**config.mk**
```make
export PLATFORM = sky130hd
export DESIGN_NAME = mem_stage_lsu
export DESIGN_NICKNAME = d
export VERILOG_FILES = /design/src/rtl/mem_stage_lsu_pkg.sv /design/src/rtl/mem_stage_lsu_load_align.sv /design/src/rtl/mem_stage_lsu.sv
export SDC_FILE = /design/constraint.sdc
export NUM_CORES = 1
export LEC_CHECK = 0
export ABC_CLOCK_PERIOD_IN_PS = 2100
export BUFFER_PORTS_ARGS = -buffer_cell sky130_fd_sc_hd__buf_2
export CAP_MARGIN = 5
export CELL_PAD_IN_SITES_DETAIL_PLACEMENT = 0
export CELL_PAD_IN_SITES_GLOBAL_PLACEMENT = 1
export CORE_MARGIN = 3
export CORE_UTILIZATION = 32
export CTS_BUF_LIST = sky130_fd_sc_hd__clkbuf_8
export CTS_CLUSTER_DIAMETER = 100
export DETAILED_ROUTE_END_ITERATION = 8
export PLACE_DENSITY = 0.91
export REMOVE_ABC_BUFFERS = 1
export SKIP_LAST_GASP = 1
export SYNTH_ARGS = -nofsm -noshare
export SYNTH_HDL_FRONTEND = slang
export SYNTH_SLANG_ARGS = --single-unit
```
**constraint.sdc**
```tcl
create_clock -name clk -period 2.1 [get_ports clk]
set_input_delay 0.105 -clock clk [delete_from_list [all_inputs] [get_ports clk]]
set_output_delay 0.105 -clock clk [all_outputs]
set_load 0.01 [all_outputs]
```
**src/rtl/mem_stage_lsu_pkg.sv**
```systemverilog
// rtl/mem_stage_lsu_pkg.sv - shared types and constants for the memory-stage load/store unit
package mem_stage_lsu_pkg;

   typedef enum logic [1:0] {
      IDLE = 2'd0,
      BUSY = 2'd1,
      RESP = 2'd2
   } lsu_state_t;

   localparam logic [2:0] F3_LB  = 3'b000;
   localparam logic [2:0] F3_LH  = 3'b001;
   localparam logic [2:0] F3_LW  = 3'b010;
   localparam logic [2:0] F3_LBU = 3'b100;
   localparam logic [2:0] F3_LHU = 3'b101;
   localparam logic [2:0] F3_SB  = 3'b000;
   localparam logic [2:0] F3_SH  = 3'b001;
   localparam logic [2:0] F3_SW  = 3'b010;

   localparam int MEMWRITE_BIT = 0;
   localparam int MEMREAD_BIT  = 1;

endpackage

```
**src/rtl/mem_stage_lsu_load_align.sv**
```systemverilog
// rtl/mem_stage_lsu_load_align.sv - extracts and extends a byte/half/word from a 32-bit read beat
module mem_load_align
   import mem_stage_lsu_pkg::*;
(
   input  logic [31:0] rdata,
   input  logic [1:0]  addr_lo,
   input  logic [2:0]  funct3,
   output logic [31:0] result
);

   logic [7:0]  byte_sel;
   logic [15:0] half_sel;

   always_comb begin
      byte_sel = rdata[{addr_lo, 3'b000} +: 8];
      half_sel = addr_lo[1] ? rdata[31:16] : rdata[15:0];
      case (funct3)
         F3_LB:   result = {{24{byte_sel[7]}}, byte_sel};
         F3_LH:   result = {{16{half_sel[15]}}, half_sel};
         F3_LBU:  result = {24'h0, byte_sel};
         F3_LHU:  result = {16'h0, half_sel};
         default: result = rdata;  // LW and undefined encodings pass the word through
      endcase
   end

endmodule

```
**src/rtl/mem_stage_lsu.sv**
```systemverilog
// rtl/mem_stage_lsu.sv - memory-stage LSU: req/ready data memory access with pipeline stall
module mem_stage_lsu
   import mem_stage_lsu_pkg::*;
#(
   parameter int ADDR_W = 32,
   parameter int DATA_W = 32
) (
   input  logic              clk,
   input  logic              rst,
   input  logic [ADDR_W-1:0] aluout_in,
   input  logic [DATA_W-1:0] RD2_in,
   input  logic [31:0]       inst_in,
   input  logic [4:0]        MEM_signal_in,
   output logic              mem_req,
   output logic              mem_we,
   output logic [ADDR_W-1:0] mem_addr,
   output logic [3:0]        mem_be,
   output logic [DATA_W-1:0] mem_wdata,
   input  logic [DATA_W-1:0] mem_rdata,
   input  logic              mem_ready,
   output logic              stall_out,
   output logic [DATA_W-1:0] load_data_out,
   output logic              load_valid,
   output logic              misalign_out
);

   lsu_state_t        state;
   logic [2:0]        funct3;
   logic              is_write;
   logic              is_read;
   logic              access;
   logic              misaligned;
   logic [3:0]        be_next;
   logic [DATA_W-1:0] wdata_next;
   logic [2:0]        funct3_q;
   logic [1:0]        addr_lo_q;
   logic [31:0]       load_ext;
   logic              unused_bits;

   assign funct3      = inst_in[14:12];
   assign is_write    = MEM_signal_in[MEMWRITE_BIT];
   assign is_read     = MEM_signal_in[MEMREAD_BIT];
   assign access      = is_write | is_read;
   assign unused_bits = ^{inst_in[31:15], inst_in[11:0], MEM_signal_in[4:2]};

   assign misaligned = ((funct3[1:0] == F3_SH[1:0]) && aluout_in[0]) ||
                       ((funct3[1:0] == F3_SW[1:0]) && (aluout_in[1:0] != 2'b00));

   assign stall_out    = (state == BUSY) || ((state == IDLE) && access && !misaligned);
   assign misalign_out = (state == IDLE) && access && misaligned;

   // Lane steering is shared by loads and stores so the enables describe the bytes touched.
   always_comb begin
      be_next    = 4'b1111;
      wdata_next = RD2_in;
      case (funct3[1:0])
         F3_SB[1:0]: begin
            be_next    = 4'b0001 << aluout_in[1:0];
            wdata_next = {4{RD2_in[7:0]}};
         end
         F3_SH[1:0]: begin
            be_next    = aluout_in[1] ? 4'b1100 : 4'b0011;
            wdata_next = {2{RD2_in[15:0]}};
         end
         default: ;
      endcase
   end

   mem_load_align u_load_align (
      .rdata   (mem_rdata),
      .addr_lo (addr_lo_q),
      .funct3  (funct3_q),
      .result  (load_ext)
   );

   always_ff @(posedge clk) begin
      if (rst) begin
         state         <= IDLE;
         mem_req       <= 1'b0;
         mem_we        <= 1'b0;
         mem_addr      <= '0;
         mem_be        <= 4'b0000;
         mem_wdata     <= '0;
         funct3_q      <= 3'b000;
         addr_lo_q     <= 2'b00;
         load_data_out <= '0;
         load_valid    <= 1'b0;
      end else begin
         load_valid <= 1'b0;
         case (state)
            IDLE: begin
               if (access && !misaligned) begin
                  mem_req   <= 1'b1;
                  mem_we    <= is_write;
                  mem_addr  <= {aluout_in[ADDR_W-1:2], 2'b00};
                  mem_be    <= be_next;
                  mem_wdata <= wdata_next;
                  funct3_q  <= funct3;
                  addr_lo_q <= aluout_in[1:0];
                  state     <= BUSY;
               end
            end
            BUSY: begin
               if (mem_ready) begin
                  mem_req <= 1'b0;
                  if (!mem_we) begin
                     load_data_out <= load_ext;
                     load_valid    <= 1'b1;
                  end
                  state <= RESP;
               end
            end
            // EX/MEM still holds the finished instruction here, so never re-accept it.
            RESP:    state <= IDLE;
            default: state <= IDLE;
         endcase
      end
   end

endmodule

```
; Yosys cells after proc, flatten, opt, wreduce, memory -nomap -nowiden
; Cells that the tools add are included.
[word_totals]
mem_bits_rw = 0
input_bits = 136
latch_bits = 0
wordCells = 55
mem_bits_ro = 0
n_memories = 0
reg_bits = 108
[op_classes]
order_cmp = 0
addsub = 0
bitwise_logic = 4
n_mux = 12
reduce_logical = 19
n_div = 0
mul = 0
n_eq_ne = 8
n_shift = 2
[op_table]
columns = op, n
row1 = $pmux W32 S4, 1
row2 = $pmux W32 S2, 1
row3 = $shiftx A32 B6 Y8, 1
row4 = $mux W16, 1
row5 = $pmux W4 S2, 1
row6 = $eq A3 B3 Y1 const B, 2
row7 = $logic_and A1 B1 Y1, 6
row8 = $reduce_and A3 Y1, 2
row9 = $eq A2 B1 Y1 const B, 2
row10 = $logic_not A2 Y1, 2
row11 = $mux W2, 2
row12 = $mux W4, 1
row13 = $pmux W2 S2, 1
row14 = $reduce_and A2 Y1, 2
row15 = $reduce_bool A2 Y1, 2
row16 = $shl A1 B2 Y4 const A, 1
row17 = $eq A3 B1 Y1 const B, 1
row18 = $logic_not A3 Y1, 1
row19 = $mux W1, 3
row20 = $not A1 Y1, 3
row21 = $reduce_or A3 Y1, 1
row22 = $eq A2 B2 Y1 const B, 1
row23 = $logic_or A1 B1 Y1, 2
row24 = $ne A2 B1 Y1 const B, 1
row25 = 4 further kinds, 4

; Depth between registers and ports, before layout
; Gate-level depths: netlist of the first run.
[logic_depth]
word_depth = 7
mapped_depth = 7
mapped_depth_nobuf = 4

; Cells and area by module
; From an unflattened synthesis of the first run, not the netlist that was laid out.
[unflattened]
hier_cells = 642
area_unflattened_um2 = 5081.1
[modules_own_cells]
columns = mod, cells_per_inst, seq_area_each_um2, n_inst, area_per_inst_um2
row1 = mem_stage_lsu, 524, 2162.1, 1, 4320.4
row2 = mem_load_align, 118, 0.0, 1, 760.7

; Worst setup path before layout of the first run
; No wires, ideal clock.
[synth_timing]
path_type = register to register
from = register addr_lo_q[0]
to = register load_data_out[27]
setup_slack_ps = 273
arrival_time_ps = 1692
n_path_buf = 1
path_stages_with_launch = 6
cell_sequence = dfxtp_1 > mux4_2 > nand2b_1 > a31oi_1 > buf_2 > a211oi_1
[synth_between]
elab_chain_cells = 2
[synth_lines]
columns = element, line
row1 = from (decl), mem_stage_lsu.sv:36  ; logic [1:0] addr_lo_q;
row2 = from (signal assigned), mem_stage_lsu.sv:99  ; addr_lo_q <= aluout_in[1:0];
row3 = $shiftx A32 B6 Y8, mem_stage_lsu_load_align.sv:15  ; byte_sel = rdata[{addr_lo, 3'b000} +: 8];
row4 = $pmux W32 S4, mem_stage_lsu_load_align.sv:17  ; case (funct3)
row5 = to (signal assigned), mem_stage_lsu.sv:107  ; load_data_out <= load_ext;
row6 = to (decl), mem_stage_lsu.sv:22  ; output logic [DATA_W-1:0] load_data_out,
; No other way between the ends.
; A chain may end at the register's enable or synchronous reset.

; Worst setup path after layout of the first run
[layout_timing]
from = input port inst_in[13]
to = output port stall_out
[layout_between]
elab_chain_cells = 6
elab_cells_between_ends = 8
cone_classes = eq/ne (2) / reduce/logical (6)
[layout_lines]
columns = element, line
row1 = from (decl), mem_stage_lsu.sv:12  ; input logic [31:0] inst_in,
row2 = $eq A2 B1 Y1 / $eq A2 B2 Y1 (equally long branches), "mem_stage_lsu.sv:46, mem_stage_lsu.sv:47"
row3 = "$logic_and A1 B1 Y1, on equally long branches", "mem_stage_lsu.sv:46, mem_stage_lsu.sv:47"
row4 = $logic_or A1 B1 Y1 *, mem_stage_lsu.sv:46  ; assign misaligned = ((funct3[1:0] == F3_SH[1:0]) && aluout_in[0]) ||
row5 = $logic_not A1 Y1 *, mem_stage_lsu.sv:49  ; assign stall_out = (state == BUSY) || ((state == IDLE) && access && !misaligned);
row6 = $logic_and A1 B1 Y1 *, mem_stage_lsu.sv:49
row7 = $logic_or A1 B1 Y1 *, mem_stage_lsu.sv:49
row8 = to (decl), mem_stage_lsu.sv:21  ; output logic stall_out,
; Every way passes the cells marked *; elsewhere a longest branch is shown, timed or not.

==> flow_summary.yaml, run 1 <==
outcome:
  status: "finished clean"
layout:
  stdcell_count: 1022
  finish.utilization_pct: 48.5
  drive_gt1_share_pct: 29.0
  layout_common_cells: "buf_2, nand2_1, dfxtp_1"
  areaGrowthSynthToFinish_pct: 46.0
  nets: 973
  multi_input_area_mm2: 0.00229
  antenna_cells: 0
  fill_cells: 1381
  mostFrequentLayoutCell: "buf_2"
  regArea_mm2: 0.00216
timing:
  setup_viol: 0
  drv_slew: 0
  period_needed_ps: 1970
  worst_slack_ps: 134
  max_freq_mhz: 509
  fin_crit_sh_pct: 93.6
  hold_violations: 0
  worst_pin_slew_ps: 714
  hold_slack_ps: 43.2
  slew_headroom_pct: 52.4
  worst_clock_skew_ps: 3.52
  rsz0062_at_grt: "false"
logic_synthesis:
  synth_compound_area_share_pct: 21.4
  synth.distinct_cells: 36
  synthArstFlopShare_pct: 0
  synth-edff-count: 0
  yosys.area.top_type_share_pct: 46.4
  yosys.area_share.simple_pct: 19.8
  synth-xor-area-share_pct: 0.188
  synthAdderAreaFrac_pct: 0
  synth_area_leaders: "dfxtp_1, nand2_1, a21oi_1"
  synthCells: 577
  syn_area_mm2: 0.00466
  yosys_most_used_dff: "dfxtp_1"
  synth_top_area_cell: "dfxtp_1"
  ys_ff_latch: 108
  postSynthAreaPerCell_um2: 8.08
  yosysWarnings: 0
  ys_seq_area_share_pct: 46.4
  synthMuxAreaShare_pct: 7.36
  synth_top_family_by_area: "compound AO/OA/AOI/OAI gates"
route:
  first_iter_violations: 236
  drt_wl_total_um: 15400
  wl_per_cell_um: 15.1
  drtAntennaViolNets: 0
  routed_via_density: 4.91
  drcViolationCount: 0
  firstDrtPassIters: 4
  num_vias: 5015
critical_path:
  path_cells: "dlygate4sd3_1, buf_2, xor2_1, a2111o_2, o21ai_0, buf_2"
  cpMostUsedCell: "buf_2"
  path_max_fanout: 7
  slowest_stage: "a2111o_2"
  end_kind: "primary output"
  cp-start-kind: "primary input"
  critPathMaxStageDelay_ps: 580
  critPathArrivalTime_ps: 1860
  worstPathRequired_ps: 2000
  worstSetupPathType: "primary input to primary output"
grt:
  grt_pass1_vias: 5049
  track_usage_pct: 19.0
  grt_max_degree: 66
  grt.overflow.total: 0
  antenna_found_initial: 1
  grt_pass1_wl_um: 25000
clock_network:
  htree_levels: 3
  insertion_delay_ps: 370
  postCtsSetupRepairBufs: 0
  cts-buffers-inserted: 9
  clockBufferDepth: 2
  path_clk_slew_ps: 100
  cts.sinks: 108
  cts_root_buf: "clkbuf_8"
  cts_tree: "built"
flow_run:
  drv_cap: 0
placement:
  io_buffer_count: 206
  dp_hpwl_um: 10300
  gp_congestion: 0.838
  post-place-ws_ps: 251
  place_inst: 932
floorplanning:
  dieArea_mm2: 0.0160
  core_region_area_mm2: 0.0140
  initial_utilization_pct: 33.2
  rows: 43
  io_pins: 241
  die_h_um: 127
  die_w_um: 127
power:
  peakVddDrop_uv: 587
  p_total_mw: 4.72
  powerDensity_mw_per_mm2: 694
  power_leakage_nw: 3.07
worst_hold_path:
  hp-class: "primary input to flip-flop"
worst paths after layout:
| check | startpoint | endpoint | slack [ps] | cells after the start |
|---|---|---|---|---|
| max | inst_in[13] | stall_out | 130 | 6 |
| min | RD2_in[28] | mem_wdata[28] | 40 | 3 |
| max reg2reg | addr_lo_q[0] | load_data_out[26] | 240 | 5 |
| min reg2reg | mem_addr[16] | mem_addr[16] | 450 | 2 |
cells in the mapped netlist (all sizes together) (3+ instances only):
| cell type | instances |
|---|---|
| o211ai | 8 |
| o21ai | 12 |
| nand2 | 139 |
| a21oi | 72 |
| clkbuf | 33 |
| buf | 17 |
| nand2b | 3 |
| a22oi | 8 |
| nor2 | 56 |
| or3 | 8 |
| inv | 4 |
| nand3 | 7 |
| a311oi | 10 |
| dfxtp | 108 |
| a211oi | 34 |
| o22a | 7 |
| mux2i | 32 |
cells by family (layout without fill, tap and decap cells):
| group | Yosys count | in the layout |
|---|---|---|
| mux | 33 | 33 |
| xor+xnor | 1 | 1 |
| compound gates | 155 | 155 |
| buf+inv | 55 | 319 |
| other cells | 1 | 2 |
| simple gates | 224 | 224 |
| flops | 108 | 108 |
state kept, by name, indices dropped and copies added, names as in the netlist, 2 cells and up:
signal and count:
state 2, mem_wdata 32, addr_lo_q 2, mem_be 4, load_data_out 32, mem_addr 30, funct3_q 3
per-layer routing:
| metal | share of wire, % | GRT usage, % |
|---|---|---|
| met1 | 42 | 22.4 |
| met2 | 47 | 32.4 |
| met3 | 8.3 | 7.03 |
| met4 | 1.8 | 5.62 |
| met5 | 0.084 | 0 |
per-stage QoR:
step	cell area, µm²	setup TNS (ps)
3_3_place_gp	5890	0
2_1_floorplan	4460	-119830
5_1_grt	6800	0
4_1_cts	6800	0
3_5_place_dp	5890	0
6_report	6800	0
power by group:
group          switching (mW)  leakage (nW)  internal (mW)
clock network           0.730        0.0824          0.425
registers              0.0980         0.887           2.23
logic                   0.681          2.10          0.555
timing repair:
item	CTS	global route
hold endpoints to repair	74	0
hold buffers	74	0
gates resized for setup	0	0
worst max-delay path: cells and delay by family:
kind / cells / cell delay [ps]
buf+inv: 3 / 870
compound gates: 2 / 690
xor+xnor: 1 / 190
area by class of cell:
class | count | share of cell area (%)
multi-input cells | 415 | 33.7
flip-flops and latches | 108 | 31.8
repair buffers | 298 | 28.4
well taps | 180 | 3.31
clock buffers | 9 | 1.82
clock inverters | 7 | 0.662
inverters | 5 | 0.276
Power figures use the tool's default switching activity.
==> run 2, diff against run 1 <==
Settings changed: SETUP_SLACK_MARGIN set to 0.3.
==> run 2 against run 1 <==
- clock power is essentially flat
- largest power group unchanged
- count of clock-buffer cells in the layout is the same
- sequential cell count is the same
- critical path depth grew 1
- sequential share of layout area shrank 0.56 points
- core utilization grew 1.0 points
- sequential power is essentially flat
- highest routed layer unchanged
- final cell count grew 0.98%
- global-route usage grew 0.29 points
- combinational power grew 5%
- die area is the same
==> flow_summary.yaml, run 2 (synthesized netlist as in run 1, its figures left out) <==
critical_path:
  ff2ff_setup_slack_ps: 370
  critPathBufInv: 3
  timing.rr.end: "addr_lo_q[1]"
  worstSetupPathType: "flip-flop to flip-flop"
  critPathMaxStageDelay_ps: 360
  cp.depth: 7
  crit_family: "buffers and inverters"
  worstPathRequired_ps: 2410
  slowest_stage: "dfxtp_4"
  r2r_start: "state[1]"
  r2r_cells: 7
  path_max_fanout: 25
  cp-start-kind: "flip-flop"
  path_cells: "or2_4, a2111oi_4, buf_4, buf_4, buf_6, nand2_1, a21oi_1"
  cpMostUsedCell: "buf_4"
  critPathArrivalTime_ps: 2040
  end_kind: "flip-flop"
clock_network:
  cts_tree: "built"
  cts-buffers-inserted: 9
  htree_levels: 3
  clockBufferDepth: 2
  cts.sinks: 108
  path_clk_slew_ps: 100
  insertion_delay_ps: 380
  cts_root_buf: "clkbuf_8"
grt:
  grt_pass1_vias: 5109
  grt_pass1_wl_um: 25400
  grt.overflow.total: 0
  antenna_found_initial: 2
  grt_max_degree: 66
  track_usage_pct: 19.3
route:
  wl_per_cell_um: 15.5
  drtAntennaViolNets: 0
  drcViolationCount: 0
  firstDrtPassIters: 4
  num_vias: 5079
  first_iter_violations: 250
  routed_via_density: 4.92
  drt_wl_total_um: 15900
floorplanning:
  die_h_um: 127
  core_region_area_mm2: 0.0140
  dieArea_mm2: 0.0160
  rows: 43
  die_w_um: 127
  initial_utilization_pct: 33.2
  io_pins: 241
timing:
  setup_viol: 0
  slew_headroom_pct: 52.9
  drv_slew: 0
  fin_tns_setup_ps: 0
  period_needed_ps: 1730
  worst_pin_slew_ps: 707
  hold_violations: 0
  worst_clock_skew_ps: 4.05
  rsz0062_at_grt: "false"
  fin_crit_sh_pct: 82.5
  max_freq_mhz: 578
flow_run:
  drv_cap: 0
placement:
  io_buffer_count: 206
  dpl_cell_area_mm2: 0.00589
  dp_hpwl_um: 10300
  gp_congestion: 0.838
layout:
  antenna_cells: 0
  nets: 983
  mostFrequentLayoutCell: "buf_2"
  finish.utilization_pct: 49.5
  drive_gt1_share_pct: 30.8
  areaGrowthSynthToFinish_pct: 49.0
  layout_common_cells: "buf_2, nand2_1, dfxtp_1"
  fin_area_mm2: 0.00695
  fill_cells: 1376
  largestRegisters: "load_data_out (32), mem_wdata (32), mem_addr (30)"
worst_hold_path:
  min_from: "RD2_in[28]"
  hp-class: "primary input to flip-flop"
  hold_path_end: "mem_wdata[28]"
  hold_depth: 3
power:
  peakVddDrop_uv: 586
  power_leakage_nw: 3.14
  powerDensity_mw_per_mm2: 689
outcome:
  status: "finished clean"
-- run 2: cell types whose count changed in the layout (fill, tap and decap cells not counted), sizes merged --
| cell | delta |
|---|---|
| dlygate4sd3 | -1 |
| dlymetal6s4s | +1 |
| clkbuf | +1 |
| buf | +9 |
-- run 2: worst max path at each step --
stage	from	to	slack, ps
2_1_floorplan	state[0]	load_data_out[15]	-1430
3_3_place_gp	addr_lo_q[0]	load_data_out[24]	280
3_5_place_dp	addr_lo_q[0]	load_data_out[26]	250
4_1_cts	state[1]	stall_out	270
5_1_grt	state[1]	mem_addr[23]	280
6_report	state[1]	addr_lo_q[1]	370
-- run 2: worst reg2reg max path, cell delays in order (launching register included) --
cell	delay, ps
dfxtp_4	360
or2_4	240
a2111oi_4	310
buf_4	190
buf_4	130
buf_6	230
nand2_1	90
a21oi_1	120
-- run 2: power by group --
part / internal (mW) / total, mW / leakage [nW] / switching [mW]
clock network: 0.425 / 1.16 / 0.0824 / 0.735
logic: 0.590 / 1.30 / 2.17 / 0.705
registers: 2.23 / 2.33 / 0.888 / 0.0961
total: 3.25 / 4.78 / 3.14 / 1.54
-- run 2: layer usage --
layer  vias up  wire, µm  share of wire (%)  track usage, %
li1       2534         -                  -               -
met5         -        27               0.17               0
met2       185      7780                 49            33.3
met4         4       260                1.6            5.62
met3        22      1290                8.1            7.12
met1      2334      6590                 41            22.5
-- run 2: area by class of cell --
cell class	instances	area, µm²	share of cell area [%]
Clock buffer	9	124	1.78
Clock inverter	7	45.0	0.649
Inverter	5	18.8	0.270
Multi-Input combinational cell	415	2330	33.5
Sequential cell	108	2170	31.2
Tap cell	180	225	3.24
Timing Repair Buffer	308	2040	29.3
-- run 2: timing repair --
item / in CTS / in global routing
gates cloned: 1 / 1
resized for setup: 14 / 8
endpoints found under the setup margin: 15 / 94
hold buffers: 74 / 0
buffers inserted: 5 / 3
pin swaps: 3 / 3
endpoints found under the hold margin: 74 / 0
-- run 2: through the flow --
step | setup WS (ps) | hold slack (ps) | std cells | power (mW)
finish | 368 | 38.6 | 1032 | 4.78
global route | 284 | 7.03 | 1032 | 5.08
CTS | 274 | 6.69 | 1028 | 4.83
detailed placement | 251 | 327 | 932 | 3.51
global placement | 280 | 325 | 932 | 3.49
floorplan | -1430 | 174 | 528 | 2.96
==> run 3, diff against run 2 <==
Settings changed: ABC_CLOCK_PERIOD_IN_PS 2100 to 1770.
Clock period 2.1 ns to 1.77 ns, I/O delays scaled along.
==> run 3 against run 2 <==
- final cell count up 3.3%
- global-route usage is 1.5 points higher
- wire length increased by 13%
- sequential share of layout area decreased by 3.4 points
- critical path type unchanged
- highest routed layer is now met4
==> flow_summary.yaml, run 3 (synthesized netlist as in run 1, its figures left out) <==
outcome:
  status: "finished clean"
clock_network:
  cts.sinks: 108
  cts_tree: "built"
  cts-buffers-inserted: 9
  clockBufferDepth: 2
  insertion_delay_ps: 380
  htree_levels: 3
  path_clk_slew_ps: 110
  cts_root_buf: "clkbuf_8"
placement:
  post-place-ws_ps: 63.3
  dp_hpwl_um: 10500
  io_buffer_count: 206
  gp_congestion: 0.821
  dpl_cell_area_mm2: 0.00599
timing:
  setup_viol: 0
  worst_pin_slew_ps: 744
  max_freq_mhz: 569
  fin_crit_sh_pct: 99.3
  period_needed_ps: 1760
  drv_slew: 0
  worst_slack_ps: 12.8
  worst_clock_skew_ps: 13.4
  rsz0062_at_grt: "true"
  hold_violations: 0
  slew_headroom_pct: 50.4
power:
  power_leakage_nw: 3.50
  peakVddDrop_uv: 571
  powerDensity_mw_per_mm2: 815
route:
  drt_wl_total_um: 18000
  firstDrtPassIters: 5
  wl_per_cell_um: 16.9
  drtAntennaViolNets: 0
  drcViolationCount: 0
  num_vias: 5375
  routed_via_density: 5.04
  first_iter_violations: 331
grt:
  grt.overflow.total: 0
  grt_max_degree: 67
  antenna_found_initial: 0
  track_usage_pct: 20.8
  grt_pass1_wl_um: 26700
  grt_pass1_vias: 5124
floorplanning:
  core_region_area_mm2: 0.0140
  io_pins: 241
  dieArea_mm2: 0.0160
  die_w_um: 127
  die_h_um: 127
  initial_utilization_pct: 33.2
  rows: 43
critical_path:
  cp-start-kind: "flip-flop"
  critPathMaxStageDelay_ps: 330
  cpMostUsedCell: "buf_6"
  critPathArrivalTime_ps: 2060
  crit_family: "buffers and inverters"
  path_max_fanout: 10
  end_kind: "flip-flop"
  path_cells: "or2_4, buf_6, a2111oi_4, buf_6, buf_6, buf_12, clkbuf_16, nand2_1, a21oi_1"
  worstSetupPathType: "flip-flop to flip-flop"
  slowest_stage: "dfxtp_2"
  worstPathRequired_ps: 2080
  critPathBufInv: 5
layout:
  drive_gt1_share_pct: 38.0
  mostFrequentLayoutCell: "buf_2"
  layout_common_cells: "buf_2, nand2_1, dfxtp_1"
  fill_cells: 1269
  areaGrowthSynthToFinish_pct: 67.0
  nets: 1017
  largestRegisters: "load_data_out (32), mem_wdata (32), mem_addr (30)"
  antenna_cells: 0
  fin_area_mm2: 0.00778
flow_run:
  drv_cap: 0
worst_hold_path:
  hp-class: "primary input to flip-flop"
-- run 3: changes by cell type in the layout (fill, tap and decap cells not counted), moves of 4 or more --
cell      change
buf_6         +7
nor2_1        -6
buf_12        +7
a211oi_2     +19
nor2_4        +4
buf_16        +7
buf_8         +5
a21oi_2       +5
a21oi_1       -5
a211oi_1     -19
-- run 3: worst min-delay path, stage by stage --
cell,delay [ps]
buf_2,100
mux2i_1,120
a211oi_1,80
-- run 3: layout make-up --
| class | instances | area, µm² | area share [%] |
|---|---|---|---|
| timing repair buffer | 342 | 2640 | 33.9 |
| tap | 180 | 225 | 2.89 |
| clock buffer | 11 | 151 | 1.95 |
| multi-input combinational | 415 | 2550 | 32.8 |
| inverter | 5 | 18.8 | 0.241 |
| sequential | 108 | 2170 | 27.8 |
| clock inverter | 5 | 32.5 | 0.418 |
-- run 3: report_power, final --
part	switching [mW]	internal, mW
clock network	0.893	0.594
registers	0.119	2.65
logic	1.03	1.05
-- run 3: per-stage QoR --
step	setup TNS [ps]	utilization [%]	total power, mW	hold slack (ps)	instances
2_1_floorplan	-154230	-	3.51	158	528
3_5_place_dp	0	42.7	4.20	298	943
6_report	0	55.4	6.34	44.0	1066
5_1_grt	-608	55.4	6.69	23.6	1066
4_1_cts	-11.5	52.5	6.15	5.20	1054
3_3_place_gp	0	42.7	4.18	298	943
-- run 3: worst paths after layout --
| check | endpoint | depth (start not counted) | slack, ps | from |
|---|---|---|---|---|
| max | mem_addr[14] | 9 | 10 | state[0] |
| min | mem_wdata[21] | 3 | 40 | RD2_in[21] |
| max reg2reg | mem_addr[14] | 9 | 10 | state[0] |
| min reg2reg | mem_addr[9] | 2 | 460 | mem_addr[9] |
-- run 3: timing repair --
item / 4_1_cts / 5_1_grt
pin swaps: 28 / 19
setup endpoints to repair: 104 / 107
cloned: 8 / 6
hold buffers: 75 / 0
hold endpoints to repair: 75 / 0
resized for setup: 42 / 61
setup buffers: 12 / 6
-- run 3: per-layer routing --
layer | part of all wire (%) | GRT usage, % | vias to the layer above
li1 | - | - | 2609
met1 | 40 | 24.9 | 2505
met2 | 49 | 35.1 | 232
met3 | 8.3 | 7.49 | 29
met4 | 2.4 | 5.87 | 0
met5 | 0 | 0 | -
